===== src/rtl/div_half_precision.sv =====
// div_half_precision: iterative IEEE-754 binary16 divider, one quotient bit
// per clock from a radix-2 restoring loop, start/busy/done handshake.
//
// Ports:
//   i_Clk        clock, rising edge
//   i_Reset_n    asynchronous active-low reset
//   i_Start      request, accepted only while o_Busy=0
//   i_Dividend   binary16 dividend, captured on the accepting edge
//   i_Divisor    binary16 divisor, captured on the accepting edge
//   o_Quotient   binary16 result, held until the next o_Done
//   o_Exception  div-by-zero, inf/NaN operand, overflow or underflow
//   o_Busy       high from the accepting edge until the o_Done edge
//   o_Done       one-cycle completion pulse
//
// Build option: define DIV_ROUND_NEAREST_EN for round-to-nearest-even;
// otherwise the quotient fraction is truncated.

module div_half_precision (
    input  logic        i_Clk,
    input  logic        i_Reset_n,
    input  logic        i_Start,
    input  logic [15:0] i_Dividend,
    input  logic [15:0] i_Divisor,
    output logic [15:0] o_Quotient,
    output logic        o_Exception,
    output logic        o_Busy,
    output logic        o_Done
);

    localparam int unsigned ITER = 13;
    localparam int unsigned BIAS = 15;
    localparam int unsigned CW   = 4;

    typedef enum logic [1:0] {S_IDLE, S_ITER, S_NORM, S_DONE} state_t;

    state_t      r_state;
    logic [15:0] r_a;
    logic [15:0] r_b;
    logic [11:0] r_rem;
    logic [12:0] r_q;
    logic [CW-1:0] r_cnt;
    logic [15:0] r_res;
    logic        r_exc;

    // Restoring step: compare, conditionally subtract
    logic [10:0] w_m2;
    logic        w_ge;
    logic [11:0] w_diff;
    logic [10:0] w_sub;

    assign w_m2   = {1'b1, r_b[9:0]};
    assign w_ge   = (r_rem >= {1'b0, w_m2});
    assign w_diff = r_rem - {1'b0, w_m2};
    // Remainder is below the divisor after the step, so 11 bits suffice
    assign w_sub  = w_ge ? w_diff[10:0] : r_rem[10:0];

    // Zero/denormal or inf/NaN exponent fields bypass the iteration
    logic w_in_fast;
    assign w_in_fast = (i_Dividend[14:10] == 5'd0) || (i_Dividend[14:10] == 5'h1F) ||
                       (i_Divisor[14:10]  == 5'd0) || (i_Divisor[14:10]  == 5'h1F);

    // Normalisation of the quotient bits and exponent
    logic              w_sign;
    logic signed [6:0] w_e;
    logic [9:0]        w_frac;
    logic signed [6:0] w_e_r;
    logic [9:0]        w_frac_r;

    assign w_sign = r_a[15] ^ r_b[15];
    assign w_e    = 7'({2'b00, r_a[14:10]}) - 7'({2'b00, r_b[14:10]}) +
                    (r_q[12] ? 7'(BIAS) : 7'(BIAS - 1));
    assign w_frac = r_q[12] ? r_q[11:2] : r_q[10:1];

`ifdef DIV_ROUND_NEAREST_EN
    logic w_guard;
    logic w_sticky;
    logic w_inc;
    logic w_carry;

    assign w_guard  = r_q[12] ? r_q[1] : r_q[0];
    assign w_sticky = (r_rem != 12'd0) | (r_q[12] ? r_q[0] : 1'b0);
    assign w_inc    = w_guard & (w_sticky | w_frac[0]);
    // All-ones fraction rounding up carries into the exponent
    assign w_carry  = w_inc & (w_frac == 10'h3FF);
    assign w_frac_r = w_frac + 10'(w_inc);
    assign w_e_r    = w_e + 7'(w_carry);
`else
    logic w_unused;

    assign w_unused = &{1'b0, r_q[0]};
    assign w_frac_r = w_frac;
    assign w_e_r    = w_e;
`endif

    // Final result selection, special operands first
    logic [15:0] w_res;
    logic        w_exc;

    always_comb begin
        w_res = {w_sign, w_e_r[4:0], w_frac_r};
        w_exc = 1'b0;
        if ((r_a[14:10] == 5'h1F) || (r_b[14:10] == 5'h1F)) begin
            w_res = 16'h7E00;
            w_exc = 1'b1;
        end else if (r_b[14:10] == 5'd0) begin
            w_res = {w_sign, 15'h7C00};
            w_exc = 1'b1;
        end else if (r_a[14:10] == 5'd0) begin
            w_res = {w_sign, 15'h0000};
            w_exc = 1'b0;
        end else if (w_e_r > 7'sd30) begin
            w_res = {w_sign, 5'h1F, 10'h000};
            w_exc = 1'b1;
        end else if (w_e_r < 7'sd1) begin
            w_res = {w_sign, 15'h0000};
            w_exc = 1'b1;
        end
    end

    // Control FSM with registered outputs
    always_ff @(posedge i_Clk or negedge i_Reset_n) begin
        if (!i_Reset_n) begin
            r_state     <= S_IDLE;
            r_a         <= 16'h0000;
            r_b         <= 16'h0000;
            r_rem       <= 12'h000;
            r_q         <= 13'h0000;
            r_cnt       <= '0;
            r_res       <= 16'h0000;
            r_exc       <= 1'b0;
            o_Quotient  <= 16'h0000;
            o_Exception <= 1'b0;
            o_Busy      <= 1'b0;
            o_Done      <= 1'b0;
        end else begin
            o_Done <= 1'b0;
            case (r_state)
                S_IDLE: begin
                    if (i_Start) begin
                        r_a     <= i_Dividend;
                        r_b     <= i_Divisor;
                        r_rem   <= {2'b01, i_Dividend[9:0]};
                        r_q     <= 13'h0000;
                        r_cnt   <= '0;
                        o_Busy  <= 1'b1;
                        r_state <= w_in_fast ? S_NORM : S_ITER;
                    end
                end
                S_ITER: begin
                    r_q   <= {r_q[11:0], w_ge};
                    r_rem <= {w_sub, 1'b0};
                    r_cnt <= r_cnt + CW'(1);
                    if (r_cnt == CW'(ITER - 1)) begin
                        r_state <= S_NORM;
                    end
                end
                S_NORM: begin
                    r_res   <= w_res;
                    r_exc   <= w_exc;
                    r_state <= S_DONE;
                end
                S_DONE: begin
                    o_Quotient  <= r_res;
                    o_Exception <= r_exc;
                    o_Done      <= 1'b1;
                    o_Busy      <= 1'b0;
                    r_state     <= S_IDLE;
                end
                default: begin
                    r_state <= S_IDLE;
                end
            endcase
        end
    end

endmodule


===== config.mk =====
export PLATFORM = sky130hd
export DESIGN_NAME = div_half_precision
export DESIGN_NICKNAME = d
export VERILOG_FILES = /design/src/rtl/div_half_precision.sv
export SDC_FILE = /design/constraint.sdc
export NUM_CORES = 1
export LEC_CHECK = 0
export CORE_UTILIZATION = 61
export CTS_CLUSTER_DIAMETER = 60
export DETAILED_ROUTE_END_ITERATION = 7
export GPL_TIMING_DRIVEN = 0
export PLACE_DENSITY = 0.95
export SLEW_MARGIN = 40
export SYNTH_ARGS = -nofsm -noshare
export SYNTH_HDL_FRONTEND = slang
export SYNTH_SLANG_ARGS = --single-unit

===== constraint.sdc =====
create_clock -name i_Clk -period 4.5 [get_ports i_Clk]
set_clock_uncertainty 0.1 [all_clocks]
set_input_delay 0.675 -clock i_Clk [delete_from_list [all_inputs] [get_ports i_Clk]]
set_output_delay 0.675 -clock i_Clk [all_outputs]
set_load 0.02 [all_outputs]

* After elaboration in Yosys (flattened, before gate mapping)
Index checks and enable logic that the tools add are counted.
W data, S select, Z words.
** Cells by class
- Add/sub/neg operators :: 4
- $lt $le $gt $ge :: 3
- Eq/ne operators :: 10
- Mux-type cells :: 26
- Bitwise operators :: 1
- Reductions and logical operators :: 15
** Operator list (number)
- $mux W15 :: 4
- $pmux W13 S2 :: 1
- $pmux W12 S2 :: 1
- $eq A5 B5 Y1 const B :: 4
- $logic_not A5 Y1 :: 4
- $mux W16 :: 1
- $mux W13 :: 1
- $ge A12 B11 Y1 :: 1
- $mux W12 :: 1
- $mux W11 :: 1
- $sub A11 B11 Y11 :: 1
- $mux W10 :: 1
- $mux W1 :: 8
- $pmux W2 S4 :: 1
- $pmux W4 S2 :: 1
- $reduce_and A2 Y1 :: 4
- $add A6 B5 Y7 :: 1
- $gt A7 B6 Y1 const B :: 1
- $lt A7 B2 Y1 const B :: 1
- $mux W2 :: 3
- $sub A5 B5 Y6 :: 1
- $add A4 B1 Y4 const B :: 1
- $eq A2 B2 Y1 const B :: 2
- $eq A4 B4 Y1 const B :: 1
- 8 further kinds :: 13
** Storage, ports and cells
- Register bits :: 99
- Bits of input ports :: 35
- Output and inout bits :: 19
- Logic and storage cells :: 71

* Longest topological paths before layout
- Depth after elaboration :: 8
- Depth in mapped cells :: 13
- Gate-level depth less buffers :: 13

* Worst setup path after synthesis
Ideal clock, no wire load.
- Path kind :: reg2reg
- From :: register r_a[10]
- To :: register r_res[10]
- Library setup time :: 0.063 ns
- Arrival time :: 2.534 ns
- Data required time :: 4.337 ns
- Path slack :: 1.803 ns
- Stages on the path, launching flop included :: 12
- Buffers on the path :: 0
- Period minus slack after synthesis :: 2.697 ns
- Cells stage by stage :: dfrtp_1 > inv_1 > ha_1 > inv_1 > fa_1 > inv_1 > ha_1 > or3_1 > a21oi_1 > nor3_2 > o31ai_4 > o22a_2
** Between the ends
- Longest elaborated chain between the ends :: 8
- Elaborated cells between the ends (all ways) :: 12
- Classes of those cells :: add/sub (2); order compare (2); eq/ne (1); mux (5); reduce/logical (2)
** Ends and longest elaborated chain
- start, declared :: line 37 : logic [15:0] r_a;
- start signal, assigned :: line 140 : r_a <= i_Dividend;
- $sub A5 B5 Y6 :: line 70 : assign w_e = 7'({2'b00, r_a[14:10]}) - 7'({2'b00, r_b[14:10]}) +
- $add A6 B5 Y7 :: line 70
- $lt A7 B2 Y1 :: line 114 : end else if (w_e_r < 7'sd1) begin
- $mux W15 :: line 114
- $mux W15 :: line 111 : end else if (w_e_r > 7'sd30) begin
- $mux W15 :: line 108 : end else if (r_a[14:10] == 5'd0) begin
- $mux W15 :: line 105 : end else if (r_b[14:10] == 5'd0) begin
- $mux W16 * :: line 102 : if ((r_a[14:10] == 5'h1F) || (r_b[14:10] == 5'h1F)) begin
- end signal, assigned :: line 158 : r_res <= w_res;
- end, declared :: line 42 : logic [15:0] r_res;
Mark *: on every way between the ends. The rest lies on a longest branch, timed or not.
A chain may end at the register's enable or synchronous reset.

* Worst setup path in the final report
- From :: register r_a[10]
- To :: register r_res[13]
The elaborated chain is that of the path after synthesis.

==> run metrics <==
status=finished clean; clk sinks=89; max_cap viols=0; Synth Area per Inst=~11 um^2; core box area=around 8000 um^2; RSZ-0062 raised after global routing=no; DR iter-0 viols=236; DP Wirelength=8.53 mm; # fillers=483; Synth Area in Simple Gates=a little under an eighth; PostCTS Resize Cnt=0; GRT Overall Usage=29.5%; share of cells above drive strength 1=17.8%; pin count of the biggest net entering global routing=53; Post-synth EDFFs=0; row count=32; port bufs=53; CTS tree=yes; Final Cycle Share=67.8%; Die W=93.1 um; minimum clock period=3.05 ns; die height=93.1 um; Worst Path Max Fanout=3; crit end category=flop; CP Data Required Time=around 4.7 ns; n_diodes=0; Post-Layout Cell Count=648; Compound-Gate Fraction of Synth Area=16.6%; hold slack=~0.094 ns; first-pass GRT wire length=19.7 mm; placed cells=between 600 and 700; DRC errors left=0; Routed WL=11.8 mm; total grt overflow=0; final hold vios=0; initial core utilization=64.2%; Vias=4,045; via density per instance=6.24; Multi-input gate area=between 2000 and 3000 um^2; Ys Warns=0; FF+latch area=2230 um^2; # setup viols final=0; largest family of logic cells by synthesized area=compound AO/OA/AOI/OAI gates; synth-to-layout area growth=17.5%; boundary pin count=54; Root Driver=clkbuf_8; clk slew on worst S/H paths=0.11 ns; vias in the first global route=around 4,200; crit path DAT=3.28 ns; Final #Nets=601; Final Max Slew Viols=0; htree depth=3; adder-cell share of the synthesized area=under 10%; CTS Hold Bufs=0; die area=8680 um^2; Clk Latency, worst-skew pair=0.37 ns; initial antenna violation count=0; syn_nets=536; register area share after synthesis=44.0%; Max clock buf depth=2; crit path kind=reg -> reg; post-synthesis register bit count=89; Tightest Pin Transition=0.706 ns; routability cong.=0.954; DR WL/cell=18.2 um; CTS buffer count=9; drt first pass iters=5; Syn Inst Count=~480; ANT nets after route=0; Post-synth top flop=dfrtp_1; mux contribution to synthesized area=between 10% and 20%; Highest Clock Rate=328 MHz; Syn Std Cell Area=between 5000 and 6000 um^2; FFs w/ async S/R, synth=100%; min-delay worst type=in -> async; setup bufs post-CTS=0; XOR/XNOR Fraction of Synth Area=3.68%; Netlist cell types=64; startpoint types=flop; Max-slew headroom=a little over half
## routing by layer
layer  GRT usage, %  part of all wire (%)
met3           5.93                   4.8
met4           14.0                   3.7
met5              0                     0
met2           50.7                    52
met1           35.6                    40
## layout make-up
type / instances / share of cell area, %
inverter: 39 / 2.46
multi-input combinational: 327 / 43.7
clock inverter: 7 / 1.22
tap: 102 / 2.14
clock buffer: 9 / 2.08
buffer: 21 / 1.60
sequential: 89 / 37.4
timing repair buffer: 54 / 9.39
## state kept, by name, indices dropped and copies added (netlist names)
| signal | flops |
|---|---|
| r_a | 6 |
| o_Busy | 1 |
| r_res | 16 |
| o_Exception | 1 |
| r_b | 16 |
| r_exc | 1 |
| o_Quotient | 16 |
| r_cnt | 4 |
| o_Done | 1 |
| r_q | 13 |
| r_rem | 12 |
| r_state | 2 |
## layout by cell type, fill, tap and decap left out, drive strengths merged, types with 5 or more instances in the layout
| master | Yosys | layout |
|---|---|---|
| nor3b | 8 | 8 |
| o21ai | 35 | 35 |
| o22ai | 13 | 13 |
| clkbuf | 16 | 25 |
| nand3 | 17 | 17 |
| nand2 | 15 | 15 |
| a22o | 14 | 14 |
| clkdlybuf4s50 | 0 | 52 |
| a31oi | 5 | 5 |
| mux2i | 10 | 10 |
| dfrtp | 89 | 89 |
| xor2 | 7 | 7 |
| nand2b | 5 | 5 |
| inv | 39 | 42 |
| ha | 23 | 23 |
| buf | 5 | 7 |
| mux2 | 49 | 49 |
| a21oi | 28 | 28 |
| xnor2 | 9 | 9 |
| nor2 | 26 | 26 |
| nor3 | 9 | 9 |
## per-stage QoR
| stage | TNS [ns] | worst slack [ns] | instance area [um^2] | utilization [%] |
|---|---|---|---|---|
| after floorplan | 0 | 1.80 | 5070 | - |
| after global placement | -36.77 | -0.420 | 5730 | 72.6 |
| after detailed placement | 0 | 1.52 | 5750 | 73.0 |
| after CTS | 0 | 1.47 | 5950 | 75.4 |
| after global routing | 0 | 1.29 | 5960 | 75.5 |
| final | 0 | 1.45 | 5960 | 75.5 |
## cell usage after synthesis (3+ instances only)
master    number  area [um^2]
dfrtp_1       89         2230
mux2_2        49          552
inv_1         39          146
o21ai_0       30          150
a21oi_1       26          130
ha_1          23          288
nor2_1        23         86.3
nand3_1       17         85.1
clkbuf_1      16         60.1
nand2_1       15         56.3
a22o_1        14          123
o22ai_1       11         68.8
mux2i_1        9         90.1
nor3b_1        8         60.1
xnor2_1        8         70.1
nor3_1         6         30.0
nand2b_1       5         31.3
xor2_1         5         43.8
a31oi_1        4         25.0
nor2b_1        4         25.0
o21ai_1        4         20.0
and2_1         3         18.8
nand4_1        3         18.8
nor2_2         3         18.8
o211ai_1       3         22.5
o21a_1         3         22.5
o22a_1         3         26.3
or4_1          3         22.5
## worst paths after layout
path                       depth (start not counted)                 from  slack, ns                     to
max                                               13  r_a[10]$_DFFE_PN0P_       1.45  r_res[13]$_DFFE_PN0P_
min                                                1            i_Reset_n       0.09     r_b[6]$_DFFE_PN0P_
max reg2reg                                       13  r_a[10]$_DFFE_PN0P_       1.45  r_res[13]$_DFFE_PN0P_
min reg2reg                                        1   r_b[5]$_DFFE_PN0P_       0.41     r_b[5]$_DFFE_PN0P_
max in group asynchronous                          2            i_Reset_n       3.63    r_q[11]$_DFFE_PN0P_
min in group i_Clk                                 1   r_b[5]$_DFFE_PN0P_       0.41     r_b[5]$_DFFE_PN0P_
## cell families after synthesis
family,Yosys count
buf+inv,60
flops,89
fa+ha+maj,25
mux,59
compound gates,119
simple gates,107
xor+xnor,17
## worst max-delay path: stages (launching register included)
cell	delay, ns
dfrtp_1	0.40
inv_1	0.10
ha_1	0.18
inv_1	0.06
fa_1	0.56
inv_1	0.08
ha_1	0.24
xnor3_2	0.29
nor3_4	0.19
nand2b_1	0.13
a21oi_2	0.18
nor3_2	0.08
o31ai_4	0.25
o22a_1	0.18
Power is left out: the tool's default activity adds up to more than one toggle a clock period on the data nets, which glitch-free logic cannot reach.
==> edit, RTL diff (same settings) <==
Register the output `o_Quotient` once more, without a reset; this adds one clock of latency there. The other outputs are not delayed to match.
--- a/src/rtl/div_half_precision.sv
+++ b/src/rtl/div_half_precision.sv
@@ -32,6 +32,8 @@
     localparam int unsigned CW   = 4;
 
     typedef enum logic [1:0] {S_IDLE, S_ITER, S_NORM, S_DONE} state_t;
+
+    logic [15:0] o_Quotient_s0;
 
     state_t      r_state;
     logic [15:0] r_a;
@@ -128,7 +130,7 @@
             r_cnt       <= '0;
             r_res       <= 16'h0000;
             r_exc       <= 1'b0;
-            o_Quotient  <= 16'h0000;
+            o_Quotient_s0 <= 16'h0000;
             o_Exception <= 1'b0;
             o_Busy      <= 1'b0;
             o_Done      <= 1'b0;
@@ -160,7 +162,7 @@
                     r_state <= S_DONE;
                 end
                 S_DONE: begin
-                    o_Quotient  <= r_res;
+                    o_Quotient_s0 <= r_res;
                     o_Exception <= r_exc;
                     o_Done      <= 1'b1;
                     o_Busy      <= 1'b0;
@@ -173,5 +175,9 @@
         end
     end
 
+    always_ff @(posedge i_Clk) begin
+        o_Quotient <= o_Quotient_s0;
+    end
+
 endmodule
 
Behaviour: not the same (Yosys sat finds a counterexample within 4 cycles, from zero or initial values and one cycle with i_Reset_n low).
==> edit against the unedited design <==
Cell area is 0.63% lower. Synthesized cell count is 9.5% lower. Critical path type unchanged. Setup slack got worse by 0.22 ns. Critical endpoint is now r_res[9]$_DFFE_PN0P_. Area after synthesis decreased by 1.1%. Sequential cell count grew 16. Wire length fell by 13%.
==> edit: results <==
[outcome]
outcome = finished clean

[sta]
timing.hold.ws_ns = 0.0723
tightest_slew_ns = 0.697
period_minus_slack_ns = 3.27

[placed_design]
place_hpwl_mm = 7.48
place_inst = 587
post-place-ws_ns = 1.32
routabilityCongestion = 0.920

[global_route]
use_met3_pct = 4.35
use_met2_pct = 46.2
grtUsageTotal_pct = 26.1
grt_max_degree = 50
grt_pass1_wl_mm = 17.3

[power]
ir_drop_v = 0.000452

[yosys]
netlist_top_cells_count = dfrtp_1 (89), mux2_2 (41), inv_1 (38)
ys_types = 60
ys_seq_area_share_pct = 50.8
netlist_top_cells_area = dfrtp_1 (44%), mux2_2 (9.2%), dfxtp_1 (6.4%)
synth_nets = 491
synth_cells = 431

[detailed_routing]
wire_per_inst_um = 17.0
wl_met3_um = 421
wl_met1_mm = 4.21
met2_length_mm = 5.39
firstDrtPassIters = 4
vias = 3637

[critical_path]
worstReg2RegEnd = r_res[9]$_DFFE_PN0P_
worst_path_largest_cell_delay_ns = 0.53
r2r_slack_ns = 1.23
cp_max_fo = 4

[layout]
fin_cells = 603
drive_gt1_share_pct = 14.6

[cts]
insertion_delay_ns = 0.39
edit: cell types whose count changed after synthesis, moves of 9 or more:
cell | unedited run | this run
a21o_1 | 2 | 11
dfxtp_1 | 0 | 16
nand3_1 | 17 | 3
a21oi_1 | 26 | 7
o21ai_0 | 30 | 21
a22oi_1 | 0 | 9
edit: report_power, final:
part           internal (W)  switching, W  total (W)
combinational       0.00141       0.00162    0.00303
clock              0.000228      0.000383   0.000610
sequential          0.00135      0.000285    0.00164
edit: cell families (layout without fill, tap and decap cells):
family / after synthesis / in the layout / share of synthesized area [%]
xor+xnor: 17 / 17 / 2.97
fa+ha+maj: 25 / 25 / 6.54
compound gates: 103 / 103 / 14.9
simple gates: 70 / 70 / 8.04
mux: 58 / 58 / 12.6
buf+inv: 53 / 123 / 4.12
flops: 105 / 105 / 50.8
edit: area by class of cell:
type,instances,area [um^2]
clock inverter,7,93.8
sequential,105,2550
fill,534,1930
timing repair buffer,54,559
clock buffer,9,124
buffer,15,63.8
tap,102,128
multi-input combinational,273,2260
inverter,38,143
